===== config.mk =====
export PLATFORM = sky130hd
export DESIGN_NAME = nlfsr_tap_enumerator_flat
export DESIGN_NICKNAME = d
export VERILOG_FILES = /design/src/rtl/nlfsr_tap_enumerator_if.sv /design/src/rtl/nlfsr_tap_enumerator.sv /design/src/flat_wrapper.sv
export SDC_FILE = /design/constraint.sdc
export NUM_CORES = 1
export LEC_CHECK = 0
export ABC_AREA = 1
export BUFFER_PORTS_ARGS = -buffer_cell sky130_fd_sc_hd__buf_2
export CORE_MARGIN = 2
export CORE_UTILIZATION = 55
export CTS_CLUSTER_SIZE = 40
export DETAILED_ROUTE_END_ITERATION = 8
export HOLD_SLACK_MARGIN = 0.06
export PLACE_DENSITY = 0.9
export RECOVER_POWER = 25
export SETUP_SLACK_MARGIN = 0.3
export SYNTH_ARGS = -nofsm -noshare
export SYNTH_HDL_FRONTEND = slang
export SYNTH_SLANG_ARGS = --single-unit
export TNS_END_PERCENT = 10

===== constraint.sdc =====
create_clock -name clk -period 3.04 [get_ports clk]
set_clock_uncertainty 0.2 [all_clocks]
set_input_delay 0.456 -clock clk [delete_from_list [all_inputs] [get_ports clk]]
set_output_delay 0.456 -clock clk [all_outputs]
set_load 0.005 [all_outputs]

===== src/rtl/nlfsr_tap_enumerator_if.sv =====
// nlfsr_tap_enumerator_if: tester-facing candidate bus plus the found-candidate
// valid/ready stream toward the host-link FIFO.
// master = enumerator side, slave = tester / host-link side.
interface nlfsr_tap_enumerator_if #(
  parameter int NUM_OF_TAPS = 6
);
  localparam int W = NUM_OF_TAPS * 8;

  logic         tst_res;
  logic         tst_ena;
  logic [W-1:0] co_buf;
  logic         tst_found;
  logic         tst_failure;

  logic [W-1:0] out_data;
  logic         out_valid;
  logic         out_ready;

  modport master (
    output tst_res, tst_ena, co_buf, out_data, out_valid,
    input  tst_found, tst_failure, out_ready
  );

  modport slave (
    input  tst_res, tst_ena, co_buf, out_data, out_valid,
    output tst_found, tst_failure, out_ready
  );
endinterface


===== src/rtl/nlfsr_tap_enumerator.sv =====
// nlfsr_tap_enumerator: odometer over candidate tap tuples for the NLFSR period
// tester. Each valid tuple is loaded onto co_buf, the tester is reset for one
// cycle and then enabled until it flags found or failure; found tuples are
// streamed out on a valid/ready handshake.
// Build option: define NLFSR_ENUM_WATCHDOG_EN to add a RUN-cycle watchdog and
// the sticky wdog_hit output.
//
//  state  | meaning
//  IDLE   | waiting for start, tester held in reset
//  LOAD   | screen current tuple, skip invalid ones at one per cycle
//  RST    | single tester reset cycle with the candidate on co_buf
//  RUN    | tester enabled, waiting for found / failure
//  REPORT | found candidate offered on out_data until accepted
//  NEXT   | step the odometer or finish on the last tuple
//  DONE   | enumeration complete, done held until start or res
module nlfsr_tap_enumerator #(
  parameter int SIZE        = 24,
  parameter int NUM_OF_TAPS = 6,
  parameter int CNT_W       = 32
) (
  input  logic                   clk,
  input  logic                   res,
  input  logic                   start,
  nlfsr_tap_enumerator_if.master bus,
  output logic                   busy,
  output logic                   done,
  output logic [CNT_W-1:0]       cand_cnt,
  output logic [CNT_W-1:0]       found_cnt
`ifdef NLFSR_ENUM_WATCHDOG_EN
  ,
  output logic                   wdog_hit
`endif
);

  localparam int         W     = NUM_OF_TAPS * 8;
  localparam logic [7:0] DMAX  = 8'(SIZE - 1);
  localparam logic [W-1:0] FIRST = {NUM_OF_TAPS{8'd1}};

  typedef enum logic [2:0] {
    IDLE   = 3'd0,
    LOAD   = 3'd1,
    RST    = 3'd2,
    RUN    = 3'd3,
    REPORT = 3'd4,
    NEXT   = 3'd5,
    DONE   = 3'd6
  } state_t;

  state_t           state_q, state_d;
  logic [W-1:0]     tup_q, tup_nxt;
  logic [W-1:0]     out_data_q;
  logic [CNT_W-1:0] cand_cnt_q, found_cnt_q;
  logic             run_first_q;

  logic             tuple_ok, tup_last, carry;
  logic             do_init, do_adv, cand_inc, found_inc, capture;
  logic             flag_seen;

`ifdef NLFSR_ENUM_WATCHDOG_EN
  localparam int             WD_W    = SIZE + 2;
  localparam logic [WD_W-1:0] WD_LAST = WD_W'((2 ** SIZE) + 7);
  logic [WD_W-1:0] wd_cnt_q;
  logic            wdog_q;
  logic            wd_abort;
`endif

  // Tuple screening: AND-pair ordered, linear taps strictly increasing.
  always_comb begin
    tuple_ok = (tup_q[7:0] < tup_q[15:8]);
    for (int j = 3; j < NUM_OF_TAPS; j++) begin
      if (tup_q[j*8-1 -: 8] >= tup_q[(j+1)*8-1 -: 8]) tuple_ok = 1'b0;
    end
  end

  // Last tuple detect: every digit at SIZE-1.
  always_comb begin
    tup_last = 1'b1;
    for (int j = 1; j <= NUM_OF_TAPS; j++) begin
      if (tup_q[j*8-1 -: 8] != DMAX) tup_last = 1'b0;
    end
  end

  // Odometer step: highest index is the fastest digit, carries ripple toward t1.
  always_comb begin
    tup_nxt = tup_q;
    carry   = 1'b1;
    for (int j = NUM_OF_TAPS; j >= 1; j--) begin
      if (carry) begin
        if (tup_q[j*8-1 -: 8] == DMAX) begin
          tup_nxt[j*8-1 -: 8] = 8'd1;
        end else begin
          tup_nxt[j*8-1 -: 8] = tup_q[j*8-1 -: 8] + 8'd1;
          carry = 1'b0;
        end
      end
    end
  end

  // The tester's flags clear on its reset, so the first RUN cycle is blind.
  assign flag_seen = !run_first_q && (bus.tst_found || bus.tst_failure);

  // State register.
  always_ff @(posedge clk) begin
    if (res) state_q <= IDLE;
    else     state_q <= state_d;
  end

  // Next-state decode and datapath strobes.
  always_comb begin
    state_d   = state_q;
    do_init   = 1'b0;
    do_adv    = 1'b0;
    cand_inc  = 1'b0;
    found_inc = 1'b0;
    capture   = 1'b0;
`ifdef NLFSR_ENUM_WATCHDOG_EN
    wd_abort  = 1'b0;
`endif
    unique case (state_q)
      IDLE, DONE: begin
        if (start) begin
          do_init = 1'b1;
          state_d = LOAD;
        end
      end
      LOAD: begin
        if (tuple_ok)      state_d = RST;
        else if (tup_last) state_d = DONE;
        else               do_adv  = 1'b1;
      end
      RST: state_d = RUN;
      RUN: begin
        if (flag_seen) begin
          cand_inc = 1'b1;
          if (bus.tst_found) begin
            capture = 1'b1;
            state_d = REPORT;
          end else begin
            state_d = NEXT;
          end
        end
`ifdef NLFSR_ENUM_WATCHDOG_EN
        else if (wd_cnt_q == WD_LAST) begin
          cand_inc = 1'b1;
          wd_abort = 1'b1;
          state_d  = NEXT;
        end
`endif
      end
      REPORT: begin
        if (bus.out_ready) begin
          found_inc = 1'b1;
          state_d   = NEXT;
        end
      end
      NEXT: begin
        if (tup_last) begin
          state_d = DONE;
        end else begin
          do_adv  = 1'b1;
          state_d = LOAD;
        end
      end
      default: state_d = IDLE;
    endcase
  end

  // Candidate tuple, captured report data, first-RUN-cycle marker.
  always_ff @(posedge clk) begin
    if (res) begin
      tup_q       <= FIRST;
      out_data_q  <= '0;
      run_first_q <= 1'b0;
    end else begin
      if (do_init)     tup_q <= FIRST;
      else if (do_adv) tup_q <= tup_nxt;
      if (capture) out_data_q <= tup_q;
      run_first_q <= (state_q == RST);
    end
  end

  // Saturating statistics counters, cleared on each new enumeration.
  always_ff @(posedge clk) begin
    if (res || do_init) begin
      cand_cnt_q  <= '0;
      found_cnt_q <= '0;
    end else begin
      if (cand_inc && (cand_cnt_q != '1))   cand_cnt_q  <= cand_cnt_q + CNT_W'(1);
      if (found_inc && (found_cnt_q != '1)) found_cnt_q <= found_cnt_q + CNT_W'(1);
    end
  end

`ifdef NLFSR_ENUM_WATCHDOG_EN
  // RUN-cycle watchdog: restarts on each tester reset, sticky hit flag.
  always_ff @(posedge clk) begin
    if (res || do_init) begin
      wd_cnt_q <= '0;
      wdog_q   <= 1'b0;
    end else begin
      if (state_q == RST)      wd_cnt_q <= '0;
      else if (state_q == RUN) wd_cnt_q <= wd_cnt_q + WD_W'(1);
      if (wd_abort) wdog_q <= 1'b1;
    end
  end

  assign wdog_hit = wdog_q;
`endif

  // Moore outputs: tester held in reset everywhere except RUN.
  always_comb begin
    bus.tst_res   = (state_q != RUN);
    bus.tst_ena   = (state_q == RUN);
    bus.co_buf    = tup_q;
    bus.out_valid = (state_q == REPORT);
    bus.out_data  = out_data_q;
    busy          = (state_q != IDLE) && (state_q != DONE);
    done          = (state_q == DONE);
    cand_cnt      = cand_cnt_q;
    found_cnt     = found_cnt_q;
  end

endmodule

===== src/flat_wrapper.sv =====
// flat-port wrapper written by rule: the top's interface ports become plain ports
module nlfsr_tap_enumerator_flat 
#(
  parameter int SIZE        = 24,
  parameter int NUM_OF_TAPS = 6,
  parameter int CNT_W       = 32
)
  (clk, res, start, busy, done, cand_cnt, found_cnt, bus_tst_res, bus_tst_ena, bus_co_buf, bus_out_data, bus_out_valid, bus_tst_found, bus_tst_failure, bus_out_ready);
  nlfsr_tap_enumerator_if #(.NUM_OF_TAPS(NUM_OF_TAPS)) bus_i ();
  input  logic clk;
  input  logic res;
  input  logic start;
  output logic busy;
  output logic done;
  output logic [CNT_W-1:0] cand_cnt;
  output logic [CNT_W-1:0] found_cnt;
  output wire logic [$bits(bus_i.tst_res)-1:0] bus_tst_res;
  output wire logic [$bits(bus_i.tst_ena)-1:0] bus_tst_ena;
  output wire logic [$bits(bus_i.co_buf)-1:0] bus_co_buf;
  output wire logic [$bits(bus_i.out_data)-1:0] bus_out_data;
  output wire logic [$bits(bus_i.out_valid)-1:0] bus_out_valid;
  input wire logic [$bits(bus_i.tst_found)-1:0] bus_tst_found;
  input wire logic [$bits(bus_i.tst_failure)-1:0] bus_tst_failure;
  input wire logic [$bits(bus_i.out_ready)-1:0] bus_out_ready;
  assign bus_tst_res = bus_i.tst_res;
  assign bus_tst_ena = bus_i.tst_ena;
  assign bus_co_buf = bus_i.co_buf;
  assign bus_out_data = bus_i.out_data;
  assign bus_out_valid = bus_i.out_valid;
  assign bus_i.tst_found = bus_tst_found;
  assign bus_i.tst_failure = bus_tst_failure;
  assign bus_i.out_ready = bus_out_ready;
  nlfsr_tap_enumerator #(.SIZE(SIZE), .NUM_OF_TAPS(NUM_OF_TAPS), .CNT_W(CNT_W)) u_core (.clk(clk), .res(res), .start(start), .bus(bus_i), .busy(busy), .done(done), .cand_cnt(cand_cnt), .found_cnt(found_cnt));
endmodule

==> results.toml, run 1 <==
[run_status]
outcome = "finished clean"

[route]
drt-vias-per-instance = 5.58
vias = 9560
routed_wl_mm = 25.3
routedWlPerCell_um = 14.8
final_antenna_net_count = 0
first_pass_iters = 5
route.detailed.drc = 0
drt_iter0_drc = 811

[worst_setup_path]
end_kind = "flip-flop"
crit_buf_inv = 1
critPathRequiredTime_ns = 3.18
critPathSlowestCell = "dfxtp_1"
critical_path.top_delay_family = "simple AND/OR/NAND/NOR gates"
cp-start-kind = "flip-flop"
worstPathCellList = "inv_1 > ha_1 > nand2_1 > nor2_1 > nor2_1 > nand2_1 > nand2_1 > nand3_1 > nor2_2 > nand2_2 > nand2_4 > nand2_8 > nand2_1 > nand2_1 > a21oi_1"
worst_path_largest_cell_delay_ns = 0.45
cp.arrival_ns = 2.88
cp_max_fo = 18
crit_top_cell = "nand2_1"
path_class = "reg2reg"

[placement]
io_buffers = 170
place_congestion = 0.978
dpl.hpwl_mm = 18.2

[clock_network]
clk_latency_ns = 0.43
cts_setup_buffers = 0
ctsHoldBuffers = 0
cts_root_buffer = "clkbuf_16"
path_clk_slew_ns = 0.06
cts_buffers = 17
cts_sinks = 164
htree_levels = 4
clockBufferDepth = 2
cts_tree = "built"

[floorplan]
dieArea_um2 = 17400
start_util_pct = 56.3
dieHeight_um = 132
io_pins = 171
rows = 46
die_x_um = 132
core_area_um2 = 15900

[synthesis]
ys_seq_area_share_pct = 36.6
netlist_instances = 1316
synth_seq_cells = 164
syn_nets = 1361
async_flop_share_pct = 0
dominantRegCellSynth = "dfxtp_1"
synth_edf_count = 0
synth_area_um2 = 8980
yosysUniqueCellTypes = 39
syn_avg_cell_area_um2 = 6.82
synth_warnings = 0

[global_routing]
grt_pass1_vias = 8633
antenna_found_initial = 4
grt_max_degree = 90
grt-ovfl-total = 0
grt_first_pass_wirelength_mm = 40.9
track_usage_pct = 28.3

[timing]
fin_crit_sh_pct = 90.0
setup-tns-final_ns = 0
fin_crit_ns = 2.74
max_slew_margin_pct = 26.9
fmax_mhz = 366
slew_viol_final = 0
rsz0062_at_grt = "true"
setup_viol = 0
worst_pin_slew_ns = 1.10
hold_viol = 0

[cells_and_area]
nets = 1528
syn_to_final_growth_pct = 19.0
utilization_pct = 67.0
drive_gt1_share_pct = 15.1

[flow_run]
maxCapViolations = 0

[power_and_ir_drop]
p_per_area_nw_per_um2 = 513
p_sw_w = 0.00170
comb_power_share_pct = 19.6
peakVddDrop_v = 0.000521
power_switching_share_pct = 31.0
pwr-share-seq_pct = 42.0
p_leak_nw = 4.44
clockPowerShare_pct = 38.3
power_w = 0.00548
internal-power_w = 0.00378

[worst_hold_path]
hp-class = "in2reg"
==> worst paths after layout <==
| check | startpoint | to | slack, ns | cells after the start |
|---|---|---|---|---|
| worst max-delay path | u_core.bus.co_buf[27] | u_core.bus.co_buf[38] | 0.30 | 15 |
| worst min-delay path | bus_tst_found | u_core.state_q[0] | 0.20 | 4 |
| worst min register to register | u_core.bus.out_data[6] | u_core.bus.out_data[6] | 0.26 | 2 |
| worst max register to register | u_core.bus.co_buf[27] | u_core.bus.co_buf[38] | 0.30 | 15 |
==> layout by cell type (no fill, tap or decap), types with 9 or more instances in the layout <==
| cell | netlist | routed |
|---|---|---|
| nor3_1 | 41 | 41 |
| o21ai_0 | 34 | 34 |
| ha_1 | 39 | 39 |
| nand4_1 | 26 | 26 |
| a211oi_1 | 41 | 41 |
| inv_2 | 9 | 9 |
| nor2_1 | 162 | 159 |
| inv_1 | 136 | 136 |
| clkbuf_1 | 19 | 27 |
| dfxtp_1 | 164 | 164 |
| clkbuf_16 | 0 | 17 |
| buf_2 | 18 | 143 |
| a21oi_1 | 105 | 104 |
| nand3_1 | 88 | 88 |
| buf_4 | 1 | 17 |
| nor4_1 | 12 | 12 |
| xor2_1 | 45 | 45 |
| nand2_1 | 324 | 323 |
==> flip-flops by register name, summed over array words and instances, names as in the netlist <==
signal               count
u_core.bus.co_buf       48
u_core.bus.out_data     48
u_core.cand_cnt         32
u_core.found_cnt        32
u_core.state_q           3
u_core.run_first_q       1
==> final cells by class <==
type / instances / area [um^2]
Multi-Input combinational cell: 961 / 5020
Timing Repair Buffer: 190 / 981
Fill cell: 1390 / 5260
Clock inverter: 10 / 109
Inverter: 149 / 559
Antenna cell: 3 / 7.51
Clock buffer: 20 / 457
Sequential cell: 164 / 3280
Tap cell: 216 / 270
==> per-stage QoR <==
| step | hold WS [ns] | instance area, um^2 | setup slack, ns | instances |
|---|---|---|---|---|
| global route | 0.213 | 10700 | 0.161 | 1713 |
| detailed placement | 0.251 | 10100 | 0.348 | 1679 |
| finish | 0.195 | 10700 | 0.304 | 1713 |
| floorplan | 0.256 | 8980 | 0.877 | 1316 |
| CTS | 0.174 | 10700 | 0.332 | 1709 |
| global placement | 0.244 | 10100 | 0.446 | 1679 |
==> synthesized netlist by cell type (6+ instances only) <==
| master | count | share of area, % |
|---|---|---|
| inv_2 | 9 | 0.38 |
| nor2_1 | 162 | 6.8 |
| o21ai_0 | 34 | 1.9 |
| buf_2 | 18 | 1.0 |
| inv_1 | 136 | 5.7 |
| a211oi_1 | 41 | 3.4 |
| nand2_1 | 324 | 14 |
| a21oi_1 | 105 | 5.9 |
| dfxtp_1 | 164 | 37 |
| nand3_1 | 88 | 4.9 |
| nor3b_1 | 7 | 0.59 |
| nor3_1 | 41 | 2.3 |
| nor4_1 | 12 | 0.84 |
| xor2_1 | 45 | 4.4 |
| nand4_1 | 26 | 1.8 |
| xnor2_1 | 6 | 0.59 |
| ha_1 | 39 | 5.4 |
| clkbuf_1 | 19 | 0.79 |
==> power groups by stage <==
stage	clock network (W)	logic (W)	registers, W
6_report	0.00210	0.00108	0.00230
4_1_cts	0.00212	0.00102	0.00230
2_1_floorplan	0	0.000713	0.00234
3_5_place_dp	0	0.000998	0.00235
3_3_place_gp	0	0.000980	0.00234
5_1_grt	0.00221	0.00118	0.00231
==> cell families after synthesis <==
logic type	Yosys count	synth area share (%)
buffers and inverters	192	8.41
adders and majority gates	39	5.44
DFF	164	36.6
AOI/OAI and AO/OA	193	12.3
and+or+nand+nor	677	32.4
xor gates and xnor gates	51	4.98
==> worst min-delay path, stage by stage <==
cell and delay (ns):
buf_2 0.10, o211ai_1 0.09, nand2_1 0.07, a21oi_1 0.06
==> what timing repair did <==
item / CTS / global route
pin swaps: 0 / 1
endpoints found under the setup margin: 27 / 43
cloned: 0 / 1
resized for setup: 2 / 24
==> per-layer routing <==
metal / share of wire [%] / vias to the layer above / GRT usage [%]
li1: - / 4669 / -
met1: 42 / 4313 / 35.7
met2: 48 / 507 / 47.7
met3: 7.6 / 69 / 4.88
met4: 3.1 / 2 / 12.2
met5: 0.028 / - / 0
No activity file was read; power rests on OpenSTA's default activity.
==> run 2, diff against run 1 <==
--- a/config.mk
+++ b/config.mk
@@ -6,13 +6,13 @@
 export NUM_CORES = 1
 export LEC_CHECK = 0
 export ABC_AREA = 1
-export BUFFER_PORTS_ARGS = -buffer_cell sky130_fd_sc_hd__buf_2
 export CORE_MARGIN = 2
 export CORE_UTILIZATION = 55
 export CTS_CLUSTER_SIZE = 40
 export DETAILED_ROUTE_END_ITERATION = 8
+export DONT_BUFFER_PORTS = 1
 export HOLD_SLACK_MARGIN = 0.06
-export PLACE_DENSITY = 0.9
+export PLACE_DENSITY = 0.81
 export RECOVER_POWER = 25
 export SETUP_SLACK_MARGIN = 0.3
 export SYNTH_ARGS = -nofsm -noshare
==> results.toml, run 2 (synthesized netlist as in run 1, its figures left out) <==
[worst_setup_path]
cp-start-kind = "flip-flop"
worstPathCellList = "inv_1 > ha_1 > nand2_1 > nand2_1 > nand2_1 > nand2_1 > nor2_1 > nand3_1 > nor2_1 > nand2_1 > nand2_4 > nand2_8 > buf_4 > nand2_8 > nand2_1 > a21oi_1"
path_class = "reg2reg"
critPathRequiredTime_ns = 3.19
crit-reg2reg-capture = "u_core.bus.co_buf[12]"
critPathSlowestCell = "dfxtp_1"
r2r_start = "u_core.bus.co_buf[37]"
rr_worst_depth = 16
cp.arrival_ns = 2.87
end_kind = "flip-flop"
worst_path_largest_cell_delay_ns = 0.46
cp_max_fo = 18
critical_path.top_delay_family = "simple AND/OR/NAND/NOR gates"
crit_buf_inv = 2
crit_top_cell = "nand2_1"
r2r_slack_ns = 0.32

[timing]
setup_viol = 0
slew_viol_final = 0
rsz0062_at_grt = "true"
fmax_mhz = 368
fin_crit_sh_pct = 89.4
setup-tns-final_ns = 0
worst_pin_slew_ns = 0.623
fin_crit_ns = 2.72
hold_viol = 0
max_slew_margin_pct = 58.1

[clock_network]
cts_sinks = 164
cts_tree = "built"
path_clk_slew_ns = 0.06
clk_latency_ns = 0.43
cts_buffers = 17
cts_setup_buffers = 0
clockBufferDepth = 2
htree_levels = 4
cts_root_buffer = "clkbuf_16"

[route]
drt-vias-per-instance = 5.68
drt_iter0_drc = 793
first_pass_iters = 5
wl_met3_mm = 2.20
dr_wl_met2_mm = 11.7
routed_wl_mm = 24.7
met1_length_mm = 10.2
final_antenna_net_count = 0
vias = 8804
maxUsedRoutingLayer = "met4"
route.detailed.drc = 0
routedWlPerCell_um = 15.9

[cells_and_area]
syn_to_final_growth_pct = 11.5
fill_cells = 1435
utilization_pct = 62.8
drive_gt1_share_pct = 6.90
mostFrequentLayoutCells = "nand2_1, dfxtp_1, nor2_1"
final_common_cell = "nand2_1"
nets = 1368
n_antenna_cell = 0

[worst_hold_path]
worst_hold_path.endpoint = "u_core.run_first_q"
hold_depth = 2
hp-class = "in2reg"
hold_start = "res"

[floorplan]
dieArea_um2 = 17400
rows = 46
core_area_um2 = 15900
dieHeight_um = 132
die_x_um = 132
start_util_pct = 56.3
io_pins = 171

[power_and_ir_drop]
p_leak_nw = 3.72
p_per_area_nw_per_um2 = 572
peakVddDrop_v = 0.000447

[global_routing]
grt_max_degree = 56
grt-ovfl-total = 0
grt_pass1_vias = 8082
antenna_found_initial = 0
grt_first_pass_wirelength_mm = 39.9
track_usage_pct = 27.8

[placement]
io_buffers = 0
dpl.hpwl_mm = 17.6
place_congestion = 0.934

[flow_run]
maxCapViolations = 0

[run_status]
outcome = "finished clean"
[run 2: cell types whose count changed in the layout (fill, tap and decap cells not counted), sizes merged]
cell | previous run | this run
buf | 163 | 28
dlygate4sd3 | 0 | 1
clkbuf | 47 | 19
diode | 3 | 0
clkinv | 10 | 8
bufinv | 2 | 6
inv | 145 | 144
[run 2: worst max-delay path by stage]
stage	startpoint	end	slack (ns)	cells after the start
3_3_place_gp	u_core.bus.co_buf[16]	u_core.bus.co_buf[13]	0.31	12
4_1_cts	u_core.bus.co_buf[37]	u_core.bus.co_buf[34]	0.21	15
5_1_grt	u_core.bus.co_buf[26]	u_core.bus.co_buf[12]	0.13	16
6_report	u_core.bus.co_buf[37]	u_core.bus.co_buf[12]	0.32	16
3_5_place_dp	u_core.bus.co_buf[39]	u_core.bus.co_buf[29]	0.24	15
2_1_floorplan	u_core.bus.co_buf[35]	u_core.bus.co_buf[41]	0.88	15
[run 2: timing repair]
action | in CTS | in global routing
resized for setup | 1 | 30
pin swaps | 0 | 1
setup endpoints to repair | 32 | 50
gates cloned | 0 | 2
endpoints found under the hold margin | 52 | 0
hold buffers | 2 | 0
[run 2: routing by layer]
metal	up-vias	global-route usage, %
li1	4339	-
met1	4019	33.3
met2	391	46.2
met3	55	9.27
met4	0	10.9
met5	-	0
[run 2: power by group]
| part | internal [W] | switching, W |
|---|---|---|
| combinational | 0.000267 | 0.000746 |
| sequential | 0.00223 | 0.0000902 |
| clock | 0.00152 | 0.000863 |
| total | 0.00402 | 0.00170 |
[run 2: final cells by class]
class                      count  area (um^2)  area share (%)
timing repair inverter         1         5.00          0.0500
tap                          216          270            2.70
timing repair buffer          29          233            2.33
multi-input combinational    961         5010            50.1
clock inverter                10          208            2.08
sequential                   164         3280            32.8
clock buffer                  19          433            4.33
inverter                     149          566            5.65
[run 2: through the flow]
step	std cells	instance area [um^2]	hold slack, ns	power, W	setup slack (ns)
2_1_floorplan	1316	8980	0.256	0.00305	0.877
3_3_place_gp	1516	9270	0.261	0.00326	0.314
3_5_place_dp	1516	9270	0.266	0.00328	0.238
4_1_cts	1547	9940	0.143	0.00567	0.213
5_1_grt	1549	10000	0.159	0.00594	0.135
6_report	1549	10000	0.148	0.00572	0.322
